File: config.mk
export PLATFORM = sky130hd
export DESIGN_NAME = joybus_master
export DESIGN_NICKNAME = d
export VERILOG_FILES = /design/src/rtl/joybus_master.sv
export SDC_FILE = /design/constraint.sdc
export NUM_CORES = 1
export LEC_CHECK = 0
export ABC_AREA = 1
export CORE_MARGIN = 4
export CORE_UTILIZATION = 59
export DETAILED_ROUTE_END_ITERATION = 8
export HOLD_SLACK_MARGIN = 0.1
export PLACE_DENSITY = 0.86
export SETUP_SLACK_MARGIN = 0.2
export SLEW_MARGIN = 20
export SYNTH_ARGS = -nofsm -noshare
export SYNTH_HDL_FRONTEND = slang
export SYNTH_SLANG_ARGS = --single-unit
File: constraint.sdc
create_clock -name clk32MHz -period 2.8 [get_ports clk32MHz]
set_input_delay 0.84 -clock clk32MHz [delete_from_list [all_inputs] [get_ports clk32MHz]]
set_output_delay 0.84 -clock clk32MHz [all_outputs]
set_load 0.1 [all_outputs]
File: src/rtl/joybus_master.sv
// joybus_master: single-wire controller-bus master; sends a variable-length command in 4 us cells,
// then captures a variable-length device response with line-idle and line-stuck timeouts.
module joybus_master #(
  parameter int CLKS_PER_US = 32,
  parameter int CMD_BITS    = 24,
  parameter int RESP_BITS   = 64,
  parameter int TIMEOUT_US  = 100,
  localparam int CLW = $clog2(CMD_BITS + 1),
  localparam int RLW = $clog2(RESP_BITS + 1)
) (
  input  logic                 clk32MHz,
  input  logic                 rst_n,
  input  logic                 start,
  input  logic [CMD_BITS-1:0]  cmd,
  input  logic [CLW-1:0]       cmd_len,
  input  logic [RLW-1:0]       resp_len,
  input  logic                 pin_in,
  output logic                 pin_oe,
  output logic                 busy,
  output logic                 done,
  output logic                 timeout,
  output logic [RESP_BITS-1:0] resp,
  output logic [RLW-1:0]       resp_cnt
);
  localparam int C  = CLKS_PER_US;
  localparam int TO = TIMEOUT_US * C;
  localparam int CW = $clog2(4 * C);
  localparam int TW = $clog2(TO + 1);

  typedef enum logic [2:0] {IDLE, TX_BIT, TX_STOP, RX_WAIT, RX_BIT, RX_STOP, FIN} state_t;

  state_t               state_q, state_d;
  logic [CMD_BITS-1:0]  cmd_q, cmd_d;
  logic [CLW-1:0]       bl_q, bl_d;
  logic [RLW-1:0]       rl_q, rl_d;
  logic [CW-1:0]        cnt_q, cnt_d;
  logic [TW-1:0]        tcnt_q, tcnt_d;
  logic                 pin_oe_q, pin_oe_d;
  logic                 busy_q, busy_d;
  logic                 done_q, done_d;
  logic                 timeout_q, timeout_d;
  logic [RESP_BITS-1:0] resp_q, resp_d;
  logic [RLW-1:0]       resp_cnt_q, resp_cnt_d;
  logic [1:0]           sync_q;
  logic                 prev_q;
  logic                 pin_s, fall, fin;
  logic [CLW-1:0]       clen;
  logic [RLW-1:0]       rlen;

  assign pin_s = sync_q[1];
  assign fall  = prev_q & ~pin_s;
  assign clen  = (cmd_len > CLW'(CMD_BITS)) ? CLW'(CMD_BITS) : cmd_len;
  assign rlen  = (resp_len > RLW'(RESP_BITS)) ? RLW'(RESP_BITS) : resp_len;

  always_comb begin
    state_d    = state_q;
    cmd_d      = cmd_q;
    bl_d       = bl_q;
    rl_d       = rl_q;
    cnt_d      = cnt_q;
    tcnt_d     = tcnt_q;
    pin_oe_d   = pin_oe_q;
    busy_d     = busy_q;
    done_d     = 1'b0;
    timeout_d  = timeout_q;
    resp_d     = resp_q;
    resp_cnt_d = resp_cnt_q;
    fin        = 1'b0;
    case (state_q)
      IDLE: if (start && cmd_len != '0) begin
        state_d    = TX_BIT;
        cmd_d      = cmd << (CMD_BITS - int'(clen));
        bl_d       = clen;
        rl_d       = rlen;
        cnt_d      = '0;
        pin_oe_d   = 1'b1;
        busy_d     = 1'b1;
        timeout_d  = 1'b0;
        resp_d     = '0;
        resp_cnt_d = '0;
      end
      TX_BIT: if (cnt_q == CW'(4 * C - 1)) begin
        cnt_d    = '0;
        pin_oe_d = 1'b1;
        if (bl_q == CLW'(1)) state_d = TX_STOP;
        else begin
          bl_d  = bl_q - 1'b1;
          cmd_d = cmd_q << 1;
        end
      end else begin
        cnt_d    = cnt_q + 1'b1;
        pin_oe_d = (cnt_q + 1'b1) < (cmd_q[CMD_BITS-1] ? CW'(C) : CW'(3 * C));
      end
      TX_STOP: if (cnt_q == CW'(C - 1)) begin
        pin_oe_d = 1'b0;
        tcnt_d   = '0;
        if (rl_q == '0) fin = 1'b1;
        else state_d = RX_WAIT;
      end else cnt_d = cnt_q + 1'b1;
      RX_WAIT: if (fall) begin
        tcnt_d  = TW'(1);
        state_d = (resp_cnt_q == rl_q) ? RX_STOP : RX_BIT;
      end else if (tcnt_q == TW'(TO - 1)) begin
        timeout_d = 1'b1;
        fin       = 1'b1;
      end else tcnt_d = tcnt_q + 1'b1;
      RX_BIT: begin
        if (tcnt_q == TW'(2 * C)) begin
          resp_d     = {resp_q[RESP_BITS-2:0], pin_s};
          resp_cnt_d = resp_cnt_q + 1'b1;
        end
        // the line may already be high at the sample point (short pulse = bit 1)
        if (tcnt_q >= TW'(2 * C) && pin_s) begin
          state_d = RX_WAIT;
          tcnt_d  = '0;
        end else if (tcnt_q == TW'(TO - 1)) begin
          timeout_d = 1'b1;
          fin       = 1'b1;
        end else tcnt_d = tcnt_q + 1'b1;
      end
      RX_STOP: if (pin_s) fin = 1'b1;
      else if (tcnt_q == TW'(TO - 1)) begin
        timeout_d = 1'b1;
        fin       = 1'b1;
      end else tcnt_d = tcnt_q + 1'b1;
      FIN: state_d = IDLE;
      default: state_d = IDLE;
    endcase
    if (fin) begin
      state_d = FIN;
      busy_d  = 1'b0;
      done_d  = 1'b1;
    end
  end

  always_ff @(posedge clk32MHz or negedge rst_n)
    if (!rst_n) begin
      state_q    <= IDLE;
      cmd_q      <= '0;
      bl_q       <= '0;
      rl_q       <= '0;
      cnt_q      <= '0;
      tcnt_q     <= '0;
      pin_oe_q   <= 1'b0;
      busy_q     <= 1'b0;
      done_q     <= 1'b0;
      timeout_q  <= 1'b0;
      resp_q     <= '0;
      resp_cnt_q <= '0;
      sync_q     <= 2'b11;
      prev_q     <= 1'b1;
    end else begin
      state_q    <= state_d;
      cmd_q      <= cmd_d;
      bl_q       <= bl_d;
      rl_q       <= rl_d;
      cnt_q      <= cnt_d;
      tcnt_q     <= tcnt_d;
      pin_oe_q   <= pin_oe_d;
      busy_q     <= busy_d;
      done_q     <= done_d;
      timeout_q  <= timeout_d;
      resp_q     <= resp_d;
      resp_cnt_q <= resp_cnt_d;
      sync_q     <= {sync_q[0], pin_in};
      prev_q     <= pin_s;
    end

  assign pin_oe   = pin_oe_q;
  assign busy     = busy_q;
  assign done     = done_q;
  assign timeout  = timeout_q;
  assign resp     = resp_q;
  assign resp_cnt = resp_cnt_q;
endmodule

## After elaboration in Yosys (flattened, before gate mapping)

Cells that the tools add are included.

- $add $sub $neg: 5
- Magnitude comparators: 4
- Equal/unequal tests: 28
- Shifts and indexed selects: 1
- Muxes and demuxes: 56
- Bitwise gates (word level): 2
- Reduce and logical (&&, ||, !) cells: 21

Operators by type and width:

| kind | count |
|---|---|
| $mux W64 | 2 |
| $pmux W64 S2 | 1 |
| $mux W24 | 3 |
| $mux W12 | 5 |
| $pmux W12 S4 | 1 |
| $pmux W24 S2 | 1 |
| $mux W7 | 6 |
| $shl A24 B32 Y24 | 1 |
| $mux W3 | 8 |
| $ne A3 B3 Y1 const B | 7 |
| $pmux W7 S3 | 1 |
| $mux W5 | 4 |
| $ne A2 B2 Y1 const B | 10 |
| $mux W1 | 18 |
| $pmux W3 S6 | 1 |
| $add A7 B1 Y7 const B | 2 |
| $pmux W7 S2 | 1 |
| $add A12 B1 Y12 const B | 1 |
| $eq A12 B12 Y1 const B | 1 |
| $eq A12 B7 Y1 const B | 1 |
| $ge A12 B7 Y1 const B | 1 |
| $reduce_and A3 Y1 | 4 |
| $pmux W5 S2 | 1 |
| $pmux W1 S4 | 2 |
| 26 further kinds | 34 |

- Register bits after elaboration: 136
- Input bits: 40
- Output and inout bits: 75
- Word-level logic and storage cells: 131

## Logic depth before layout (Yosys ltp)

- Depth in word-level cells: 6
- Mapped depth: 16
- Gate-level depth less buffers: 14

## Worst setup path before layout

Ideal clock, no wire load.

- Path kind: input to register
- Start point: input cmd_len[3]
- End point: register cmd_q[16]
- Setup time: 0.120 ns
- Data arrival time: 2.665 ns
- Required time: 2.680 ns
- Setup slack: 0.015 ns
- Stages: 15
- Buffers on the path: 4
- Cell sequence: buf_4 nand2_4 nand2_2 buf_2 ha_1 clkbuf_1 inv_1 clkbuf_1 nand3_1 nand3_1 nand2_1 o21ai_0 nand2_1 nand2_1 nand2_1

- Cells in the longest elaborated chain, start to end: 6
- Elaborated cells on any way between the ends: 10
- Classes of those cells: add/sub (1); order compare (1); eq/ne (1); shift (1); mux (3); reduce/logical (3)

RTL lines:

| what | line | RTL |
|---|---|---|
| start: declaration | 15 | `input logic [CLW-1:0] cmd_len,` |
| $gt A5 B5 Y1 | 52 | `assign clen = (cmd_len > CLW'(CMD_BITS)) ? CLW'(CMD_BITS) : cmd_len;` |
| $mux W5 | 52 |  |
| $sub A5 B5 Y6 | 72 | `cmd_d = cmd << (CMD_BITS - int'(clen));` |
| $shl A24 B32 Y24 | 72 |  |
| $mux W24 | 70 | `IDLE: if (start && cmd_len != '0) begin` |
| $pmux W24 S2 | 69 | `case (state_q)` |
| end signal: assignment | 154 | `cmd_q <= cmd_d;` |
| end: declaration | 33 | `logic [CMD_BITS-1:0] cmd_q, cmd_d;` |

Several ways; a longest one is shown, not always the timed one. The select of a mux whose other input is x is not followed.
A chain may end at the register's enable or synchronous reset.

## Worst setup path after layout

- Start point: input cmd_len[3]
- End point: register resp_q[17], in the netlist resp[17]

- Cells in the longest elaborated chain, start to end: 4

RTL lines:

| what | line | RTL |
|---|---|---|
| $reduce_bool A5 Y1 | 70 |  |
| $logic_and A1 B1 Y1 | 70 |  |
| $ne A2 B2 Y1 (no line) | - |  |
| $reduce_and A3 Y1 (no line) | - |  |
| end signal: assignment | 163 | `resp_q <= resp_d;` |
| end: declaration | 42 | `logic [RESP_BITS-1:0] resp_q, resp_d;` |

No other way between the ends.

==> impl_metrics.json <==
{
  "die-area_um2": 14900,
  "coreArea_um2": 12700,
  "synthAdderAreaFrac": 0.0163,
  "drt_wl_total_um": 19900,
  "power_mw": 7.96,
  "power.share.combinational": 0.432,
  "synth_top_cell_area_share": 0.434,
  "io_pins": 115,
  "netlist_instances": 1013,
  "drtIter0Drc": 959,
  "worstSetupStartpointType": "input port",
  "finalHoldViolations": 0,
  "postSynth.asyncResetShare": 1.00,
  "synth_top_family_by_area": "simple AND/OR/NAND/NOR gates",
  "grt_max_degree": 65,
  "p_clk_frac": 0.244,
  "yosysSeqAreaShare": 0.444,
  "min_path_type": "flop to flop",
  "fp.dieW_um": 122,
  "rsz0062_at_grt": "no",
  "rr_startpoint": "tcnt_q[0]$_DFFE_PN0P_",
  "ys.warnings.count": 0,
  "cts_tree": "built",
  "finalCritPeriodShare": 0.873,
  "seqPwrFrac": 0.324,
  "grt_pass1_vias": 6875,
  "cp.depth": 10,
  "gp_congestion": 0.888,
  "yosys.area.top_type": "dfrtp_1",
  "via_per_inst": 5.64,
  "worst_skew_pair.late_latency_ns": 0.43,
  "cts-root-buf": "clkbuf_16",
  "endpoint": "resp[17]$_DFFE_PN0P_",
  "ys_types": 41,
  "cts.sinks": 136,
  "crit_required_ns": 3.07,
  "numCtsBuffers": 17,
  "synth-simple-area-share": 0.292,
  "worst_slew_margin_rel": 0.593,
  "drive_gt1_frac": 0.171,
  "synthTopCellsByArea": "dfrtp_1 (43%), nand2_1 (11%), nand3_1 (11%), inv_1 (6.5%), o22ai_1 (5.4%)",
  "synth_edf_count": 0,
  "fp.dieH_um": 122,
  "max_slew.worst_pin.slew_ns": 0.611,
  "cts_buffer_depth": 2,
  "netlist_area_um2": 7670,
  "port_buffers": 114,
  "antenna_left": 0,
  "internal_power_mw": 4.68,
  "initial_core_util": 0.606,
  "skew_ns": 0.00763,
  "setup_viol": 0,
  "yosysMostFrequentCell": "nand2_1",
  "syn-mean-instance-area_um2": 7.58,
  "dp_hpwl_um": 14000,
  "p_sw_frac": 0.412,
  "critical_path.cell_chain": "clkdlybuf4s50_1 -> buf_4 -> inv_1 -> nand4_1 -> nand2_1 -> inv_1 -> nand2_1 -> nand2_2 -> buf_12 -> o22ai_1",
  "p_leak_nw": 4.65,
  "slew_violations": 0,
  "synth-xor-area-share": 0.0137,
  "muxShareOfSynthArea": 0,
  "areaGrowthSynthToFinish_pct": 25.0,
  "status": "finished, final reports clean",
  "globalRouteTotalUtil": 0.272,
  "critPathMaxFanout": 55,
  "nNetsFinal": 1194,
  "hold_buffers": 0,
  "ys_ff_latch": 136,
  "synth-compound-area-share": 0.132,
  "slowest_stage": "clkdlybuf4s50_1",
  "critPathTopFamily": "buffers and inverters",
  "layout_min_cycle_time_ns": 2.44,
  "switchingPower_mw": 3.28,
  "synthFlopType": "dfrtp_1",
  "r2r_slack_ns": 0.78,
  "dr.pass1.iters": 5,
  "n_fill_cell": 954,
  "grt_pass1_wl_um": 32400,
  "diodes": 0,
  "final_util": 0.757,
  "critPathLaunch": "cmd_len[3]",
  "slowest_delay_ns": 0.54,
  "syn_nets": 1063,
  "std_cell_rows": 41,
  "wl_per_cell_um": 15.0,
  "cp-end-kind": "flop",
  "pwr_density_cell_nw_per_um2": 829,
  "ir_drop_uv": 555,
  "maxCapViolCount": 0,
  "overflow": 0,
  "max_freq_mhz": 409,
  "worstPathArrival_ns": 2.72,
  "worstSetupPathType": "input port to flop",
  "cts_htree_levels": 4,
  "route.detailed.drc": 0,
  "crit_buf_inv": 5,
  "synth_common_cells": "nand2_1 (231), nand3_1 (167), dfrtp_1 (133)",
  "vias": 7491,
  "rr_worst_depth": 10,
  "path_clk_slew_ns": 0.06,
  "grt_antenna_before_repair": 0,
  "reg2reg_to": "state_q[0]$_DFFE_PN0P_"
}
[through the flow]
step	setup TNS (ns)	hold WS (ns)	cell area, µm²	cells	setup slack [ns]
5_1_grt	0	0.364	9590	1328	0.212
2_1_floorplan	0	0.345	7690	1013	0.214
3_3_place_gp	-3.16	0.346	8950	1294	-0.265
4_1_cts	0	0.360	9480	1325	0.181
6_report	0	0.359	9590	1328	0.357
3_5_place_dp	-5.13	0.348	8950	1294	-0.321
[logic make-up after synthesis]
kind of cell | Yosys count
compound gates | 171
fa+ha+maj | 10
buf+inv | 188
flops | 136
simple gates | 496
xor+xnor | 12
[power by group through the flow]
stage          Clock, mW  Sequential, mW  Combinational (mW)
6_report            1.94            2.58                3.43
3_5_place_dp           0            2.60                3.31
3_3_place_gp           0            2.59                3.22
2_1_floorplan          0            2.78                2.26
5_1_grt             2.06            2.62                3.82
4_1_cts             1.97            2.58                3.36
[how the worst min path moves through the flow]
| stage | startpoint | to | slack (ns) | depth (start not counted) |
|---|---|---|---|---|
| after floorplan | sync_q[0]$_DFF_PN1_ | sync_q[1]$_DFF_PN1_ | 0.35 | 0 |
| after global placement | sync_q[0]$_DFF_PN1_ | sync_q[1]$_DFF_PN1_ | 0.35 | 0 |
| after detailed placement | sync_q[0]$_DFF_PN1_ | sync_q[1]$_DFF_PN1_ | 0.35 | 0 |
| after CTS | sync_q[0]$_DFF_PN1_ | sync_q[1]$_DFF_PN1_ | 0.36 | 0 |
| after global routing | sync_q[0]$_DFF_PN1_ | sync_q[1]$_DFF_PN1_ | 0.36 | 0 |
| final | sync_q[0]$_DFF_PN1_ | sync_q[1]$_DFF_PN1_ | 0.36 | 0 |
[layout by cell type, fill, tap and decap left out, types with 4 or more instances in the layout]
| cell | Yosys | layout |
|---|---|---|
| clkdlybuf4s50_1 | 0 | 35 |
| a2bb2oi_1 | 5 | 5 |
| a21boi_1 | 5 | 5 |
| a21oi_2 | 1 | 4 |
| a21oi_1 | 30 | 27 |
| nor3_1 | 7 | 7 |
| inv_1 | 132 | 130 |
| nand2_2 | 6 | 9 |
| o21ai_0 | 43 | 41 |
| nand3_1 | 167 | 165 |
| clkinv_2 | 0 | 6 |
| nor2_2 | 6 | 8 |
| inv_6 | 0 | 4 |
| inv_2 | 9 | 7 |
| nor2_1 | 51 | 49 |
| o21ai_1 | 10 | 12 |
| buf_4 | 9 | 112 |
| o22ai_1 | 66 | 66 |
| ha_1 | 10 | 9 |
| nand3b_1 | 6 | 6 |
| clkbuf_16 | 0 | 17 |
| dfrtp_1 | 133 | 133 |
| nand2_1 | 231 | 227 |
| xnor2_1 | 4 | 4 |
| xor2_1 | 8 | 8 |
| buf_12 | 0 | 6 |
| nand4_1 | 11 | 11 |
[area by class of cell]
cell class	count	area, µm²	share of cell area
clock buffers	19	433	0.0451
clock inverters	12	80.1	0.00835
inverters	143	556	0.0579
multi-input cells	689	3540	0.369
flip-flops and latches	136	3410	0.355
well taps	172	215	0.0224
repair buffers	157	1360	0.142
[flip-flops by register name (all words and copies together), names as in the netlist]
| signal | count |
|---|---|
| tcnt_q | 12 |
| rl_q | 7 |
| cnt_q | 7 |
| sync_q | 2 |
| timeout | 1 |
| pin_oe | 1 |
| state_q | 3 |
| resp_cnt | 7 |
| cmd_q | 24 |
| prev_q | 1 |
| resp | 64 |
| done | 1 |
| busy | 1 |
| bl_q | 5 |
[layer usage]
metal / routed length [µm] / track usage
met1: 8600 / 0.377
met2: 9550 / 0.440
met3: 1290 / 0.0422
met4: 464 / 0.0903
met5: 0 / 0
[repair_timing]
action,4_1_cts,5_1_grt
pin swaps,1,6
endpoints found under the hold margin,0,0
gates resized for setup,5,25
endpoints found under the setup margin,3,24
setup buffers,0,3
No activity file was read; power rests on OpenSTA's default activity.
==> RTL change 1: new RTL, config.mk and constraints unchanged <==
One comparison of `tcnt_q` changes from == to >=.
--- a/src/rtl/joybus_master.sv
+++ b/src/rtl/joybus_master.sv
@@ -105,7 +105,7 @@
         fin       = 1'b1;
       end else tcnt_d = tcnt_q + 1'b1;
       RX_BIT: begin
-        if (tcnt_q == TW'(2 * C)) begin
+        if (tcnt_q >= TW'(2 * C)) begin
           resp_d     = {resp_q[RESP_BITS-2:0], pin_s};
           resp_cnt_d = resp_cnt_q + 1'b1;
         end
Check against the original RTL: no difference found for any inputs over 10 cycles, from zero or initial values and one cycle with rst_n low; that may be too few to reach the edited logic, so the function may still have changed.
==> RTL change 1 against the original RTL <==
- worst setup slack worse by 0.028 ns
- highest routed layer unchanged
- total power up 4.4%
- count of clock-buffer cells in the layout down 2
- first-iteration DRC count down 27%
- sequential cell count unchanged
- synthesized area down 1.6%
- clock power up 12%
- routed wire length up 2.4%
- design area about the same
- critical path depth up 7
- register-to-register slack worse by 0.18 ns
- hold slack about the same
- via count about the same
- synthesized cell count down 1.5%
==> RTL change 1: results (changes against the original RTL) <==
INFO  metric synth_compound_gate_area_share = 13.40% (was 13.24%)
INFO  metric nNetsFinal = 1183 (was 1194)
INFO  metric dpl_wire_length = 13.96 mm (was 14.02 mm)
INFO  metric leakage = 4.713 nW (was 4.654 nW)
INFO  metric worst_ir_drop_vdd = 0.4876 mV (was 0.5545 mV)
INFO  metric vias_in_the_first_global_route = 7198 (was 6875)
INFO  metric global_route_wire_length_before_repair = 33.87 mm (was 32.43 mm)
INFO  metric detail_route.first_pass.iterations = 7 (was 5)
INFO  metric synth-seq-area-share = 45.11% (was 44.39%)
INFO  metric timing.critical_path.max_delay_family = simple AND/OR/NAND/NOR gates (was buffers and inverters)
INFO  metric crit_path_max_fanout = 8 (was 55)
INFO  metric dp_worst_setup_slack = -0.1972 ns (was -0.3212 ns)
INFO  metric detail_route.wl_per_cell = 15.46 µm (was 14.99 µm)
INFO  metric timing.critical_path.from = cmd_len[0] (was cmd_len[3])
INFO  metric worstReg2RegStart = cnt_q[0]$_DFFE_PN0P_ (was tcnt_q[0]$_DFFE_PN0P_)
INFO  metric met2_usage_in_global_routing = 46.44% (was 43.99%)
INFO  metric dr_total_vias = 7485 (was 7491)
INFO  metric worst_slew_margin_rel = 57.61% (was 59.29%)
INFO  metric routed_via_density = 5.679 (was 5.641)
INFO  metric run_status = finished, final reports clean (unchanged)
INFO  metric arrival = 2.78 ns (was 2.72 ns)
INFO  metric grtUsageTotal = 28.43% (was 27.17%)
INFO  metric dpl-instance-area = 0.008906 mm² (was 0.008949 mm²)
INFO  metric critPathMaxStageDelay = 0.49 ns (was 0.54 ns)
INFO  metric synth-adder-area-share = 1.656% (was 1.630%)
INFO  metric drt-initial-drc-count = 704 (was 959)
INFO  metric synth.top_cells.by_count = sky130_fd_sc_hd__nand2_1 (225), sky130_fd_sc_hd__nand3_1 (174), sky130_fd_sc_hd__dfrtp_1 (133) (was sky130_fd_sc_hd__nand2_1 (231), sky130_fd_sc_hd__nand3_1 (167), sky130_fd_sc_hd__dfrtp_1 (133))
INFO  metric gp_routability_congestion = 0.9318 (was 0.8875)
INFO  metric synthesized_area_per_cell = 7.569 µm² (was 7.576 µm²)
INFO  metric post_cts_resize_count = 0 (was 5)
-- RTL change 1: cell count changes in the layout (fill, tap and decap cells not counted), moves of 7 or more --
cell,unedited run,this run
sky130_fd_sc_hd__o21ai_1,12,21
sky130_fd_sc_hd__o21ai_0,41,17
sky130_fd_sc_hd__a21boi_2,0,7
sky130_fd_sc_hd__inv_8,0,7
-- RTL change 1: metal layers --
metal	part of all wire (%)	wire length (µm)	vias to the layer above
li1	-	-	3584
met1	42	8492	3575
met2	49	10060	267
met3	5.8	1191	59
met4	3.1	627	0
met5	0	0	-
-- RTL change 1: logic make-up after synthesis --
group	Yosys count
buffers and inverters	190
flip-flops	136
XOR/XNOR	12
AND/OR/NAND/NOR	486
AO/OA/AOI/OAI	164
adder cells (fa/ha/maj)	10
-- RTL change 1: cell type report --
cell class / count / area (µm²)
Clock buffer: 17 / 425.4
Tap cell: 172 / 215.2
Fill cell: 889 / 2972
Inverter: 142 / 540.5
Timing Repair Buffer: 164 / 1426
Clock inverter: 15 / 150.1
Multi-Input combinational cell: 672 / 3432
Sequential cell: 136 / 3407
-- RTL change 1: worst paths after layout --
check | endpoint | slack [ns] | depth (start not counted)
setup / recovery | cmd_q[17]$_DFFE_PN0P_ | 0.33 | 17
hold / removal | sync_q[1]$_DFF_PN1_ | 0.36 | 0
setup reg to reg | tcnt_q[0]$_DFFE_PN0P_ | 0.60 | 10
hold reg to reg | sync_q[1]$_DFF_PN1_ | 0.36 | 0
max in group asynchronous | sync_q[0]$_DFF_PN1_ | 1.78 | 2
min in group asynchronous | bl_q[3]$_DFFE_PN0P_ | 0.37 | 1
-- RTL change 1: report_power, final --
part           internal, mW  switching [mW]
sequential             2.34           0.284
combinational          1.29            2.23
clock                  1.19           0.979
==> RTL change 2: new RTL, same flow settings <==
Made on the original files. The parameter `RESP_BITS` goes from 64 to 128.
--- a/src/rtl/joybus_master.sv
+++ b/src/rtl/joybus_master.sv
@@ -3,7 +3,7 @@
 module joybus_master #(
   parameter int CLKS_PER_US = 32,
   parameter int CMD_BITS    = 24,
-  parameter int RESP_BITS   = 64,
+  parameter int RESP_BITS   = 128,
   parameter int TIMEOUT_US  = 100,
   localparam int CLW = $clog2(CMD_BITS + 1),
   localparam int RLW = $clog2(RESP_BITS + 1)
Interface: changed (resized resp, resp_cnt and resp_len); port bits go from 115 to 181. No check against the original RTL was run, so the function may have changed too.
==> RTL change 2 against the original RTL <==
- total power shrank 18%
- non-clock buffer count grew 78
- routed wire length grew 44%
- clock skew grew 0.018 ns
- sequential cell count grew 66
- worst setup slack lost 0.053 ns
- synthesized area grew 33%
- count of clock-buffer cells in the layout grew 11
- design area grew 34%
- critical endpoint is now cmd_q[4]$_DFFE_PN0P_
- highest routed layer unchanged
==> RTL change 2: results (changes against the original RTL) <==
INFO  metric mappedNetlistNets = 1294 (was 1063)
INFO  metric dr_total_vias = 9664 (was 7491)
INFO  metric run_status = finished, final reports clean (unchanged)
INFO  metric tritoncts.num_buffers = 22 (was 17)
INFO  metric synth_cell_type_count = 45 (was 41)
INFO  metric ctsHtreeMaxLevel = 1 (was 4)
INFO  metric synth.top_cells.by_count = sky130_fd_sc_hd__nand2_1 (242), sky130_fd_sc_hd__dfrtp_1 (199), sky130_fd_sc_hd__inv_1 (183) (was sky130_fd_sc_hd__nand2_1 (231), sky130_fd_sc_hd__nand3_1 (167), sky130_fd_sc_hd__dfrtp_1 (133))
INFO  metric drt-initial-drc-count = 709 (was 959)
INFO  metric worst_ir_drop_vdd = 0.6565 mV (was 0.5545 mV)
INFO  metric cts_buffer_depth = 3 (was 2)
INFO  metric dpl_wire_length = 19.31 mm (was 14.02 mm)
INFO  metric synth.area.top_cells = sky130_fd_sc_hd__dfrtp_1 (49%), sky130_fd_sc_hd__nand2_1 (8.9%), sky130_fd_sc_hd__o22ai_1 (7.8%), sky130_fd_sc_hd__nand3_1 (7.8%), sky130_fd_sc_hd__inv_1 (6.7%) (was sky130_fd_sc_hd__dfrtp_1 (43%), sky130_fd_sc_hd__nand2_1 (11%), sky130_fd_sc_hd__nand3_1 (11%), sky130_fd_sc_hd__inv_1 (6.5%), sky130_fd_sc_hd__o22ai_1 (5.4%))
INFO  metric clock_skew = 0.02552 ns (was 0.007629 ns)
INFO  metric crit_path_max_fanout = 9 (was 55)
INFO  metric numPlacedInstances = 1635 (was 1294)
INFO  metric worst_slew_margin_rel = 54.51% (was 59.29%)
INFO  metric dpl-instance-area = 0.01201 mm² (was 0.008949 mm²)
INFO  metric leakage = 6.726 nW (was 4.654 nW)
INFO  metric routed_via_density = 5.770 (was 5.641)
INFO  metric net_switching_power = 1.536 mW (was 3.278 mW)
INFO  metric count_of_input_and_output_buffers = 180 (was 114)
INFO  metric detail_route.wirelength = 28.68 mm (was 19.90 mm)
INFO  metric dominant_register_cell_in_the_synthesized_netlist = sky130_fd_sc_hd__dfrtp_1 (unchanged)
INFO  metric worstSkewPairLatency = 0.51 ns (was 0.43 ns)
INFO  metric grt_start_max_net_pins = 117 (was 65)
INFO  metric post_route_cells_drive_above_1_share = 18.49% (was 17.13%)
INFO  metric dp_worst_setup_slack = -0.2963 ns (was -0.3212 ns)
INFO  metric grtUsageTotal = 28.65% (was 27.17%)
INFO  metric nNetsFinal = 1493 (was 1194)
INFO  metric synth-seq-area-share = 49.59% (was 44.39%)
INFO  metric worstHoldPathType = primary input to asynchronous set/reset pin (was register to register)
INFO  metric gp_routability_congestion = 0.9296 (was 0.8875)
INFO  metric global_route_wire_length_before_repair = 46.80 mm (was 32.43 mm)
RTL change 2: final timing paths:
kind,from,endpoint,slack [ns],cells after the start
max reg2reg,state_q[1]$_DFFE_PN0P_,resp[82]$_DFFE_PN0P_,0.42,8
max,cmd_len[0],cmd_q[4]$_DFFE_PN0P_,0.30,14
min reg2reg,sync_q[0]$_DFF_PN1_,sync_q[1]$_DFF_PN1_,0.35,0
min,rst_n,resp[34]$_DFFE_PN0P_,0.31,1
max in group asynchronous,rst_n,tcnt_q[9]$_DFFE_PN0P_,1.78,2
min in group clk32MHz,sync_q[0]$_DFF_PN1_,sync_q[1]$_DFF_PN1_,0.35,0
RTL change 2: what timing repair did:
action                     CTS  global route
setup endpoints to repair    0            24
resized for setup            0            19
buffers inserted             0             2
RTL change 2: logic make-up (layout without fill, tap and decap cells):
group,Yosys count,after routing,share of synthesized area [%]
xor+xnor,14,14,1.202
simple gates,518,518,22.38
buf+inv,255,467,11.63
fa+ha+maj,10,10,1.227
flops,202,202,49.59
compound gates,244,244,13.97
RTL change 2: layout make-up:
type | count | share of cell area, %
clock inverter | 7 | 0.8757
clock buffer | 30 | 4.914
multi-input combinational | 786 | 31.18
tap | 220 | 2.141
inverter | 195 | 5.731
timing repair buffer | 235 | 15.82
sequential | 202 | 39.34
RTL change 2: stage by stage:
stage | total power [mW] | util [%]
finish | 6.563 | 76.72
global route | 6.793 | 76.72
CTS | 6.559 | 76.08
detailed placement | 3.571 | 71.64
global placement | 3.569 | 71.64
floorplan | 3.299 | -
RTL change 2: per-layer routing:
metal	track usage, %	vias to the layer above	wire, µm
met4	11.33	0	926
met2	49.41	473	14350
met3	4.940	95	2242
met5	0	-	0
met1	36.10	4569	11170
li1	-	4527	-
RTL change 2: power by group through the flow:
stage | clock (mW) | sequential (mW) | combinational, mW
final | 3.00 | 2.93 | 0.634
after global routing | 3.16 | 2.92 | 0.708
after CTS | 3.04 | 2.92 | 0.597
after detailed placement | 0 | 2.98 | 0.593
after global placement | 0 | 2.98 | 0.591
after floorplan | 0 | 2.98 | 0.321
RTL change 2: worst max-delay path: stages:
cell	delay, ns
sky130_fd_sc_hd__clkdlybuf4s50_1	0.51
sky130_fd_sc_hd__inv_1	0.06
sky130_fd_sc_hd__nand2_1	0.08
sky130_fd_sc_hd__nor2_2	0.05
sky130_fd_sc_hd__o21ai_2	0.21
sky130_fd_sc_hd__ha_4	0.17
sky130_fd_sc_hd__nor2_1	0.04
sky130_fd_sc_hd__nor2_1	0.07
sky130_fd_sc_hd__o21ai_1	0.07
sky130_fd_sc_hd__buf_4	0.17
sky130_fd_sc_hd__nor2_4	0.16
sky130_fd_sc_hd__buf_4	0.20
sky130_fd_sc_hd__nand4_1	0.13
sky130_fd_sc_hd__a21oi_1	0.16
